[src/rtl/mux_sel_ctrl.sv]
// mux_sel_ctrl: project-select controller for the project multiplexer.
// Synchronizes the select-reset, select-increment and enable pins, keeps a
// wrapping project address and only raises ena once the address has been
// valid and stable for SETTLE_CYC cycles.
// Optional feature macro: MUX_SEL_LOAD_EN adds a synchronous parallel load
// (load_en / load_addr) between the clear and increment priorities.
module mux_sel_ctrl #(
    parameter int unsigned ADDR_W      = 5,
    parameter int unsigned NUM_PROJ    = 16,
    parameter int unsigned SYNC_STAGES = 2,
    parameter int unsigned SETTLE_CYC  = 4
) (
    input  logic              clk,
    input  logic              rst,
    input  logic              sel_rst_n,
    input  logic              sel_inc,
    input  logic              ena_in,
`ifdef MUX_SEL_LOAD_EN
    input  logic              load_en,
    input  logic [ADDR_W-1:0] load_addr,
`endif
    output logic [ADDR_W-1:0] addr,
    output logic              ena,
    output logic              sel_valid
);

    localparam int unsigned CNT_W = $clog2(SETTLE_CYC + 1);

    typedef enum logic [1:0] {StOff, StSettle, StOn} state_e;

    logic [SYNC_STAGES-1:0] rst_n_sync_q;
    logic [SYNC_STAGES-1:0] inc_sync_q;
    logic [SYNC_STAGES-1:0] ena_sync_q;
    logic                   sync_rst_n;
    logic                   sync_inc;
    logic                   sync_ena;
    logic                   inc_q;
    logic                   inc_evt;

    logic [ADDR_W-1:0] addr_q, addr_d;
    logic              sel_valid_q, sel_valid_d;
    logic              addr_chg;
    state_e            state_q, state_d;
    logic [CNT_W-1:0]  cnt_q, cnt_d;
    logic              ena_q;

    // Pin synchronizers; the select-reset chain idles high so reset does not clear twice.
    always_ff @(posedge clk or posedge rst) begin
        if (rst) begin
            rst_n_sync_q <= '1;
            inc_sync_q   <= '0;
            ena_sync_q   <= '0;
            inc_q        <= 1'b0;
        end else begin
            rst_n_sync_q <= {rst_n_sync_q[SYNC_STAGES-2:0], sel_rst_n};
            inc_sync_q   <= {inc_sync_q[SYNC_STAGES-2:0], sel_inc};
            ena_sync_q   <= {ena_sync_q[SYNC_STAGES-2:0], ena_in};
            inc_q        <= inc_sync_q[SYNC_STAGES-1];
        end
    end

    assign sync_rst_n = rst_n_sync_q[SYNC_STAGES-1];
    assign sync_inc   = inc_sync_q[SYNC_STAGES-1];
    assign sync_ena   = ena_sync_q[SYNC_STAGES-1];
    assign inc_evt    = sync_inc & ~inc_q;

    // Next address: clear beats load beats increment; a discarded increment is not replayed.
    always_comb begin
        addr_d = addr_q;
        if (!sync_rst_n) begin
            addr_d = '0;
        end
`ifdef MUX_SEL_LOAD_EN
        else if (load_en) begin
            addr_d = load_addr;
        end
`endif
        else if (inc_evt) begin
            addr_d = addr_q + ADDR_W'(1);
        end
        addr_chg    = (addr_d != addr_q);
        sel_valid_d = (32'(addr_d) < NUM_PROJ);
    end

    // Enable FSM; decoding from the next address lets ena drop on the same edge addr moves.
    always_comb begin
        state_d = state_q;
        cnt_d   = cnt_q;
        unique case (state_q)
            StOff: begin
                if (sync_ena && sel_valid_q && !addr_chg) begin
                    state_d = StSettle;
                    cnt_d   = CNT_W'(SETTLE_CYC);
                end
            end
            StSettle: begin
                // Losing the request or validity wins over a settle restart.
                if (!sync_ena || !sel_valid_q) begin
                    state_d = StOff;
                end else if (addr_chg) begin
                    cnt_d = CNT_W'(SETTLE_CYC);
                end else begin
                    cnt_d = cnt_q - CNT_W'(1);
                    if (cnt_q == CNT_W'(1)) begin
                        state_d = StOn;
                    end
                end
            end
            StOn: begin
                if (!sync_ena || !sel_valid_q) begin
                    state_d = StOff;
                end else if (addr_chg) begin
                    state_d = StSettle;
                    cnt_d   = CNT_W'(SETTLE_CYC);
                end
            end
            default: begin
                state_d = StOff;
            end
        endcase
    end

    // Output and FSM registers.
    always_ff @(posedge clk or posedge rst) begin
        if (rst) begin
            addr_q      <= '0;
            sel_valid_q <= 1'b1;
            state_q     <= StOff;
            cnt_q       <= '0;
            ena_q       <= 1'b0;
        end else begin
            addr_q      <= addr_d;
            sel_valid_q <= sel_valid_d;
            state_q     <= state_d;
            cnt_q       <= cnt_d;
            ena_q       <= (state_d == StOn);
        end
    end

    assign addr      = addr_q;
    assign sel_valid = sel_valid_q;
    assign ena       = ena_q;

endmodule

[config.mk]
export PLATFORM = sky130hd
export DESIGN_NAME = mux_sel_ctrl
export DESIGN_NICKNAME = d
export VERILOG_FILES = /design/src/rtl/mux_sel_ctrl.sv
export SDC_FILE = /design/constraint.sdc
export NUM_CORES = 1
export LEC_CHECK = 0
export ABC_AREA = 1
export CORE_UTILIZATION = 50
export DETAILED_ROUTE_END_ITERATION = 7
export PLACE_DENSITY = 0.73
export RECOVER_POWER = 100
export SYNTH_ARGS = -nofsm -noshare
export SYNTH_HDL_FRONTEND = slang
export SYNTH_SLANG_ARGS = --single-unit
[constraint.sdc]
create_clock -name clk -period 4.2 [get_ports clk]
set_input_delay 0.42 -clock clk [delete_from_list [all_inputs] [get_ports clk]]
set_output_delay 0.42 -clock clk [all_outputs]
set_load 0.01 [all_outputs]
# Yosys cells after proc, flatten, opt, wreduce, memory -nomap -nowiden

Cells that the tools add are included.
W data, S select, Z words.

Input port bits: 5
Register bits: 19

Magnitude comparators: 1
Equality and inequality tests: 9
Reductions and logical operators: 9
Bitwise gates (word level): 2
Add/subtract/negate cells: 2
Multiplexer cells: 15

Operators by type and width:

| operator              | number |
|---|---|
| $mux W3               | 5 |
| $mux W2               | 6 |
| $mux W5               | 2 |
| $pmux W3 S3           | 1 |
| $ne A2 B2 Y1 const B  | 4 |
| $pmux W2 S3           | 1 |
| $add A5 B1 Y5 const B | 1 |
| $lt A5 B5 Y1 const B  | 1 |
| $ne A5 B5 Y1          | 1 |
| $reduce_and A5 Y1     | 1 |
| $eq A2 B2 Y1 const B  | 2 |
| $eq A3 B1 Y1 const B  | 1 |
| $logic_not A1 Y1      | 3 |
| $reduce_bool A3 Y1    | 1 |
| $sub A3 B1 Y3 const B | 1 |
| $eq A2 B1 Y1 const B  | 1 |
| $logic_and A1 B1 Y1   | 2 |
| $logic_not A2 Y1      | 1 |
| $and A1 B1 Y1         | 1 |
| $logic_or A1 B1 Y1    | 1 |
| $not A1 Y1            | 1 |

# Longest topological paths before layout

Gate-level depths: netlist of run 1.

Word-level depth: 10
Mapped depth: 9
Depth with buffers taken out: 9

# Worst setup path before layout of run 1

Ideal clock, no wire load.

Kind: reg2reg
From: register addr_q[0] (netlist: addr[0])
To: register cnt_q[0]
Setup slack: 2.723 ns
Arrival: 1.412 ns
Period minus slack after synthesis: 1.477 ns
Cell stages (with the launch flop): 10
Buffers on the path: 0
Required time: 4.135 ns
Path through: dfrtp_1 -> ha_1 -> nand3b_1 -> nand2_1 -> nand2_1 -> nand3_2 -> nand2_1 -> nor2_2 -> nand2_1 -> nand2_1

Cells in the longest elaborated chain, start to end: 8

RTL lines:

| element                     | line | RTL |
|---|---|---|
| from (decl)                 | 40   | `logic [ADDR_W-1:0] addr_q, addr_d;` |
| from (signal assigned)      | 132  | `addr_q <= addr_d;` |
| $add A5 B1 Y5               | 79   | `addr_d = addr_q + ADDR_W'(1);` |
| $mux W5                     | 78   | `else if (inc_evt) begin` |
| $mux W5                     | 70   | `if (!sync_rst_n) begin` |
| $ne A5 B5 Y1 (*)            | 81   | `addr_chg = (addr_d != addr_q);` |
| $logic_not A1 Y1            | 91   | `if (sync_ena && sel_valid_q && !addr_chg) begin` |
| $logic_and A1 B1 Y1         | 91   |  |
| $ne A2 B2 Y1 (no line)      | -    |  |
| $reduce_and A5 Y1 (no line) | -    |  |
| to (signal assigned)        | 135  | `cnt_q <= cnt_d;` |
| to (decl)                   | 44   | `logic [CNT_W-1:0] cnt_q, cnt_d;` |

Mark *: on every way between the ends. The rest lies on a longest branch, timed or not. The select of a mux whose other input is x is not followed.
A chain may end at the register's enable or synchronous reset.

# Worst setup path in the final report of run 1

From: register sel_valid_q (netlist: sel_valid)
To: output sel_valid

RTL lines:

| element                | line | RTL |
|---|---|---|
| from (decl)            | 41   | `logic sel_valid_q, sel_valid_d;` |
| from (signal assigned) | 133  | `sel_valid_q <= sel_valid_d;` |
| to (decl)              | 24   | `output logic sel_valid` |

No word-level cell between the ends.

==> out/summary.txt, run 1 <==
Worst EP arrival -> 1440 ps
Rows -> 14
Via count -> 673
Vias/cell -> 5.14
CP max-delay cell -> dlygate4sd3_1
Max_slew headroom -> 53.9%
Worst setup SP type -> register
Path type of the worst setup path -> register to output port
Yosys Warn Count -> 0
Root Driver -> clkbuf_4
Ant. Diodes -> 0
Yosys top cell area share -> 46.1%
# resized after CTS -> 0
GRT Total Usage -> 17.8%
Min Hold Slack -> 362 ps
Total Power -> 0.403 mW
Max VDD drop -> 0.000336 V
Cells along the critical path -> dlygate4sd3_1
Clk sinks -> 19
Max Fclk -> 538 MHz
Final hold vios -> 0
H-tree depth -> 1
Initial Utilization -> 55.7%
Vias in the first global route -> 614
CP bufs+invs -> 1
Nets@finish -> 124
Total grt overflow -> 0
Core Area -> 0.00156 mm2
Critical path peak fanout -> 2
Critical Path Max Stage Delay -> 590 ps
Area Overhead vs Synth -> 17.6%
TritonCTS buffer count -> 3
Crit path max-delay family -> buffers and inverters
Post-CTS setup buffer count -> 0
Final Cycle Share -> 44.2%
Failing checks -> design-rule violations
Seq cells post-synth -> 19
RSZ-0062 raised after global routing -> false
Synthesized area -> 868 um2
Max Cap Viol -> 0
Fin. max-slew vios -> 0
Least-Margin Pin Slew -> 690 ps
Synth area leader -> dfrtp_1
Bufs on Longest Clock Path -> 2
Main area contributors after synthesis -> dfrtp_1 (46%), nand2_1 (10%), dfstp_2 (9.1%)
Post-Syn Nets -> 108
Hold_buf cts -> 0
DRT antenna net count -> 0
Syn Inst Count -> 100
P per Cell Area -> 395 mW/mm2
DRT iter0 DRCs -> 9
Routed WL per cell -> 10.7 um
Leak pwr -> 0.519 nW
DP HPWL -> 1040 um
Detailed Routing Iterations Pass 1 -> 6
Placer Congestion -> 0.848
Most frequent cells in the layout -> nand2_1 (25), inv_1 (18), dfrtp_1 (16)
Sequential element share of the synthesized area -> 55.2%
WL final -> 1400 um
R2R setup slack -> 2590 ps
Most common cell after layout, fill and taps aside -> nand2_1
IO buf count -> 11
Hold crit path type -> register to register
Worst slack, placed -> 2620 ps
Setup_tns -> 0 ps
Area of the die -> 0.00191 mm2
First-pass GRT wire length -> 2450 um
Drt drc -> 2
Syn avg cell area -> 8.68 um2
Clk_lat worst skew -> 300 ps
CP Capture Type -> output port
Final core occ -> 65.5%
Die X -> 43.7 um
Final worst slack -> 2340 ps
Min Tclk post-route -> 1860 ps
Req. time, crit path -> 3780 ps
# setup viols final -> 0
Ports -> 12
Proportion of layout cells with a drive suffix above 1 -> 10.4%
Status -> complete, but fails checks
Fillers -> 123
TritonCTS clock tree -> done
Pin count of the biggest net entering global routing -> 20
Count of different cell masters after synthesis -> 18
Layout Skew -> 2.64 ps
Die Y -> 43.7 um
Clock transition at path regs -> 110 ps
Initial antenna violation count -> 0
## final timing paths
check	startpoint	to	cells after the start
setup / recovery	sel_valid	sel_valid	1
hold / removal	ena_sync_q[0]	ena_sync_q[1]	0
setup reg to reg	addr[0]	cnt_q[2]	9
hold reg to reg	ena_sync_q[0]	ena_sync_q[1]	0
max in group asynchronous	rst	cnt_q[1]	2
min in group asynchronous	rst	inc_sync_q[0]	2
## kinds of logic (layout without fill, tap and decap cells)
kind of cell             after synthesis  in the layout  share of synthesized area [%]
AND/OR/NAND/NOR                       49             49                           25.6
XOR/XNOR                               1              1                           1.01
flip-flops                            19             19                           55.2
AO/OA/AOI/OAI                          9              9                           5.62
buffers and inverters                 19             34                           8.21
adder cells (fa/ha/maj)                3              3                           4.32
## cell usage after synthesis (all sizes together)
master and number:
nand4 2, inv 19, nand3b 1, nor2 13, nand3 6, o21ai 3, xnor2 1, dfrtp 16
nand2 25, dfstp 3, a21oi 6, ha 3, nor3 2
## report_power, final
part / internal, mW / total (mW) / switching [mW]
combinational: 0.0374 / 0.0873 / 0.0499
sequential: 0.203 / 0.220 / 0.0174
clock: 0.0362 / 0.0959 / 0.0597
total: 0.276 / 0.403 / 0.127
## final cells by class
class | count | area (um2) | share of cell area (%)
timing repair buffer | 11 | 110 | 10.8
sequential | 19 | 479 | 46.9
multi-input combinational | 62 | 310 | 30.4
clock buffer | 3 | 22.5 | 2.21
tap | 16 | 20.0 | 1.96
clock inverter | 1 | 7.51 | 0.735
inverter | 19 | 71.3 | 6.99
## state kept, by name, summed over array words and instances (netlist names)
| signal | cells |
|---|---|
| addr | 5 |
| cnt_q | 3 |
| ena_sync_q | 2 |
| inc_sync_q | 2 |
| rst_n_sync_q | 2 |
| state_q | 2 |
| ena | 1 |
| inc_q | 1 |
| sel_valid | 1 |
## per-stage QoR
step	instance area, um2	instances
2_1_floorplan	868	100
3_3_place_gp	998	127
3_5_place_dp	998	127
4_1_cts	1030	131
5_1_grt	1020	131
6_report	1020	131
## layer usage
layer  GRT usage (%)  wire length (um)  vias to the layer above
li1                -                 -                      338
met1            22.1               669                      315
met2            30.1               668                       18
met3            5.00                51                        2
met4            5.63                10                        0
met5               0                 0                        -
(Power assumes the default switching activity.)
==> run 2, diff against run 1 <==
--- a/config.mk
+++ b/config.mk
@@ -6,9 +6,9 @@
 export NUM_CORES = 1
 export LEC_CHECK = 0
 export ABC_AREA = 1
-export CORE_UTILIZATION = 50
+export CORE_UTILIZATION = 46
 export DETAILED_ROUTE_END_ITERATION = 7
-export PLACE_DENSITY = 0.73
+export PLACE_DENSITY = 0.71
 export RECOVER_POWER = 100
 export SYNTH_ARGS = -nofsm -noshare
 export SYNTH_HDL_FRONTEND = slang
==> constraint.sdc (replaced) <==
create_clock -name clk -period 1.55 [get_ports clk]
set_input_delay 0.155 -clock clk [delete_from_list [all_inputs] [get_ports clk]]
set_output_delay 0.155 -clock clk [all_outputs]
set_load 0.01 [all_outputs]
==> run 2 against run 1 <==
Compared with the run above:
- the run ends with negative setup slack left
- flip-flop and latch count did not move
- hold slack got worse by 2.3 ps
- power rose to 2.9 times the previous value
- cell area rose by 12%
- sequential share of layout area fell by 5.1 points
==> out/summary.txt, run 2 (synthesis results as in run 1) <==
CP Capture Type -> register
Final worst slack -> -38.4 ps (-2380 ps)
RSZ-0062 raised after global routing -> true
First-pass GRT wire length -> 2450 um (unchanged)
Total Power -> 1.15 mW (+190%)
CP max-delay cell -> dfrtp_1
Req. time, crit path -> 1790 ps (-1990 ps)
Largest register FFs -> 5 (unchanged)
DRT antenna net count -> 0 (unchanged)
Max_slew headroom -> 34.6% (-19 points)
R2R cell count -> 9 (unchanged)
Root Driver -> clkbuf_4
Initial Utilization -> 49.7% (-5.9 points)
Drt drc -> 0 (-2)
H-tree depth -> 1 (unchanged)
Leak pwr -> 0.558 nW (+7.6%)
Final Cycle Share -> 102%
Max Fclk -> 630 MHz
Most frequent cells in the layout -> nand2_1 (18), inv_1 (17), dfrtp_1 (16)
Ports -> 12 (unchanged)
Area of the die -> 0.00207 mm2 (+8.3%)
Hold depth -> 0 (unchanged)
IO buf count -> 11 (unchanged)
Detailed Routing Iterations Pass 1 -> 4 (-2)
Crit path max-delay family -> simple AND/OR/NAND/NOR gates
Path type of the worst setup path -> register to register
Critical path peak fanout -> 5 (+3)
DRT iter0 DRCs -> 19 (+10)
Max Cap Viol -> 0 (unchanged)
Via count -> 700 (+4.0%)
Worst setup SP type -> register
Pin count of the biggest net entering global routing -> 20 (unchanged)
Vias/cell -> 4.83 (-6.0%)
Core Area -> 0.00175 mm2 (+12%)
Placer Congestion -> 0.770 (-9.2%)
# setup viols final -> 1 (+1)
Initial antenna violation count -> 0 (unchanged)
Ant. Diodes -> 0 (unchanged)
Final core occ -> 65.6% (+0.10 points)
Routed WL per cell -> 11.8 um (+11%)
Layout Skew -> 5.47 ps (+2.83 ps)
Fillers -> 146 (+19%)
Worst slack, placed -> 71.0 ps (-2550 ps)
Sequential cell area -> 479 um2 (unchanged)
Status -> complete, but fails checks
Proportion of layout cells with a drive suffix above 1 -> 24.2% (+14 points)
Area Overhead vs Synth -> 31.8%
Min Tclk post-route -> 1590 ps
Clk sinks -> 19 (unchanged)
Die Y -> 45.4 um (+4.1%)
Hold_buf cts -> 0 (unchanged)
Vias in the first global route -> 579 (-5.7%)
CP bufs+invs -> 0 (-1)
Final hold vios -> 0 (unchanged)
Rows -> 15 (+1)
CP Depth -> 9 (+8)
Fin cells -> 145 (+11%)
Nets@finish -> 129 (+4.0%)
Setup_tns -> -38.4 ps (-38.4 ps)
GRT Total Usage -> 17.5% (-0.39 points)
WL final -> 1720 um (+22%)
Least-Margin Pin Slew -> 981 ps (+291 ps)
Most common cell after layout, fill and taps aside -> nand2_1
Die X -> 45.4 um (+4.1%)
TritonCTS buffer count -> 3 (unchanged)
Clk_lat worst skew -> 290 ps (about the same)
Bufs on Longest Clock Path -> 2 (unchanged)
Placed cell count -> 139 (+9.4%)
DP HPWL -> 1140 um (+9.3%)
Fin. max-slew vios -> 0 (unchanged)
Area occupied by multi-input gates -> 388 um2 (+25%)
Clock transition at path regs -> 100 ps (about the same)
Hold crit path type -> register to register
Cells along the critical path -> ha_1 -> nand3b_1 -> nand2_2 -> nand2_4 -> nand3_4 -> nand2_2 -> nor2_4 -> nand2_1 -> nand2_1
Failing checks -> negative setup slack
P per Cell Area -> 1010 mW/mm2 (+150%)
Total grt overflow -> 0 (unchanged)
TritonCTS clock tree -> done
Critical Path Max Stage Delay -> 390 ps (-200 ps)
Max VDD drop -> 0.000714 V (+110%)
Worst EP arrival -> 1820 ps (+380 ps)
[run 2: cell count changes in the layout (fill, tap and decap cells not counted), sizes merged]
cell and change:
dlymetal6s2s +2, clkbuf +2, clkinvlp -1, buf +4
dlygate4sd3 -7, clkdlybuf4s50 +5
[run 2: metal layers]
| layer | routed length [um] | share of wire, % | vias to the layer above | global-route usage (%) |
|---|---|---|---|---|
| met5 | 0 | 0 | - | 0 |
| met4 | 39 | 2.3 | 0 | 5.45 |
| met3 | 61 | 3.6 | 4 | 4.76 |
| met2 | 846 | 49 | 18 | 26.6 |
| met1 | 767 | 45 | 332 | 24.2 |
| li1 | - | - | 346 | - |
[run 2: power by group]
| part | internal, mW | switching, mW | total, mW |
|---|---|---|---|
| Combinational | 0.130 | 0.185 | 0.314 |
| Clock | 0.100 | 0.141 | 0.241 |
| Sequential | 0.549 | 0.0486 | 0.598 |
| Total | 0.779 | 0.374 | 1.15 |
[run 2: stage by stage]
step / instance area, um2 / hold slack (ps)
CTS: 1060 / 172
detailed placement: 1030 / 339
global placement: 1030 / 337
floorplan: 868 / 104
global route: 1140 / 366
finish: 1140 / 360
[run 2: layout make-up]
class                   instances  share of cell area [%]
multi-input cells              62                    33.9
repair buffers                 16                    13.0
flip-flops and latches         19                    41.9
well taps                      25                    2.73
inverters                      19                    6.23
clock buffers                   4                    2.30
[run 2: final timing paths]
| check | slack [ps] | startpoint | endpoint |
|---|---|---|---|
| setup / recovery | -40 | addr[0] | cnt_q[0] |
| hold / removal | 360 | rst_n_sync_q[0] | rst_n_sync_q[1] |
| setup reg to reg | -40 | addr[0] | cnt_q[0] |
| hold reg to reg | 360 | rst_n_sync_q[0] | rst_n_sync_q[1] |
| max in group asynchronous | 370 | rst | addr[2] |
| min in group asynchronous | 580 | rst | ena_sync_q[0] |
[run 2: what timing repair did]
| action | CTS | global route |
|---|---|---|
| setup endpoints to repair | 0 | 7 |
| gates resized for setup | 0 | 19 |
| endpoints found under the hold margin | 0 | 0 |
| buffers inserted | 0 | 2 |
==> RTL edit: new RTL, config.mk and constraints of run 2 <==
`ADDR_W`: 5 -> 4.
--- a/src/rtl/mux_sel_ctrl.sv
+++ b/src/rtl/mux_sel_ctrl.sv
@@ -7,3 +7,3 @@
 module mux_sel_ctrl #(
-    parameter int unsigned ADDR_W      = 5,
+    parameter int unsigned ADDR_W      = 4,
     parameter int unsigned NUM_PROJ    = 16,
Interface: changed (resized addr); port bits go from 12 to 11. No check against the original RTL was run, so the function may have changed too.
==> RTL edit against run 2 <==
The run ends with DRC left; setup slack better by 0.11 ns; cell area fell by 15%; synthesized area shrank 9.1%; power is 17% lower; combinational power shrank 34%; wire length decreased by 21%; worst hold slack lost 0.0042 ns; sequential cell count down 2; synthesized cell count down 10%; critical path type is now reg2out; critical endpoint is now addr[1].
==> RTL edit: results (changes against run 2) <==
Status
  • Result of the run: finished, violations left (unchanged)
  • Violated checks: DRC (was setup timing)

Synthesis
  • Most frequent cells after synthesis: 18 x sky130_fd_sc_hd__nand2_1, 15 x sky130_fd_sc_hd__dfrtp_1, 12 x sky130_fd_sc_hd__inv_1, 9 x sky130_fd_sc_hd__nor2_1, 7 x sky130_fd_sc_hd__nand3_1 (was 24 x sky130_fd_sc_hd__nand2_1, 17 x sky130_fd_sc_hd__inv_1, 16 x sky130_fd_sc_hd__dfrtp_1, 12 x sky130_fd_sc_hd__nor2_1, 5 x sky130_fd_sc_hd__a21oi_1)
  • Register bit count reported by yosys: 17 (was 19)
  • Total nets after synthesis: 98 (was 108)

Place
  • Count of buffers from port buffering: 9 (was 11)
  • Worst setup timing slack at the placement stage: 0.1322 ns (was 0.07102 ns)

Critical path
  • Critical path endpoint: addr[1] (was cnt_q[0])
  • Setup slack of the worst register-to-register path: 0.11 ns (was -0.04 ns)
  • Worst r2r dst: cnt_q[2] (was cnt_q[0])

Global route
  • Via count of the first global-routing pass: 589 (was 579)
  • Wire length of the first global-routing pass: 2.428 mm (was 2.449 mm)

Detailed routing
  • Total vias in the final route: 607 (was 700)
  • WL met2: 612 um (was 846 um)
  • Drt first-iter violations: 20 (was 19)
  • Number of design rule violations left after detail routing: 6 (was 0)

Layout
  • Non-clock buffer total of the final layout: 12 (was 16)
  • Clock Network Area Fraction: 0.02839 (was 0.02295)
  • Seq area share: 0.4413 (was 0.4186)

STA
  • Final hold slack: 0.3560 ns (was 0.3602 ns)
  • Worst Skew: 0.001571 ns (was 0.005473 ns)

Power and ir drop
  • Switching power summed over all nets: 0.0002930 W (was 0.0003742 W)
  • Total power after layout: 0.0009606 W (was 0.001153 W)
  • Power drawn by the combinational cells: 0.000208 W (was 0.000314 W)

Worst hold path
  • Hold Path End: inc_sync_q[1] (was rst_n_sync_q[1])
-- RTL edit: cell types whose count changed after synthesis, moves of 2 or more --
cell                       before  now
sky130_fd_sc_hd__nand3_1        3    7
sky130_fd_sc_hd__a21boi_1       0    3
sky130_fd_sc_hd__nand2_1       24   18
sky130_fd_sc_hd__o21ai_0        3    1
sky130_fd_sc_hd__inv_1         17   12
sky130_fd_sc_hd__nand3_2        3    1
sky130_fd_sc_hd__nand2_2        1    5
sky130_fd_sc_hd__a21oi_1        5    3
sky130_fd_sc_hd__nor2_1        12    9
-- RTL edit: kinds of logic after synthesis --
kind of cell               Yosys count  share of synthesized area
DFF                                 17                     0.5420
xor gates and xnor gates             1                    0.01110
AOI/OAI and AO/OA                    8                    0.06020
buffers and inverters               16                    0.08082
and+or+nand+nor                     44                     0.2536
other                                1                   0.004750
adders and majority gates            3                    0.04755
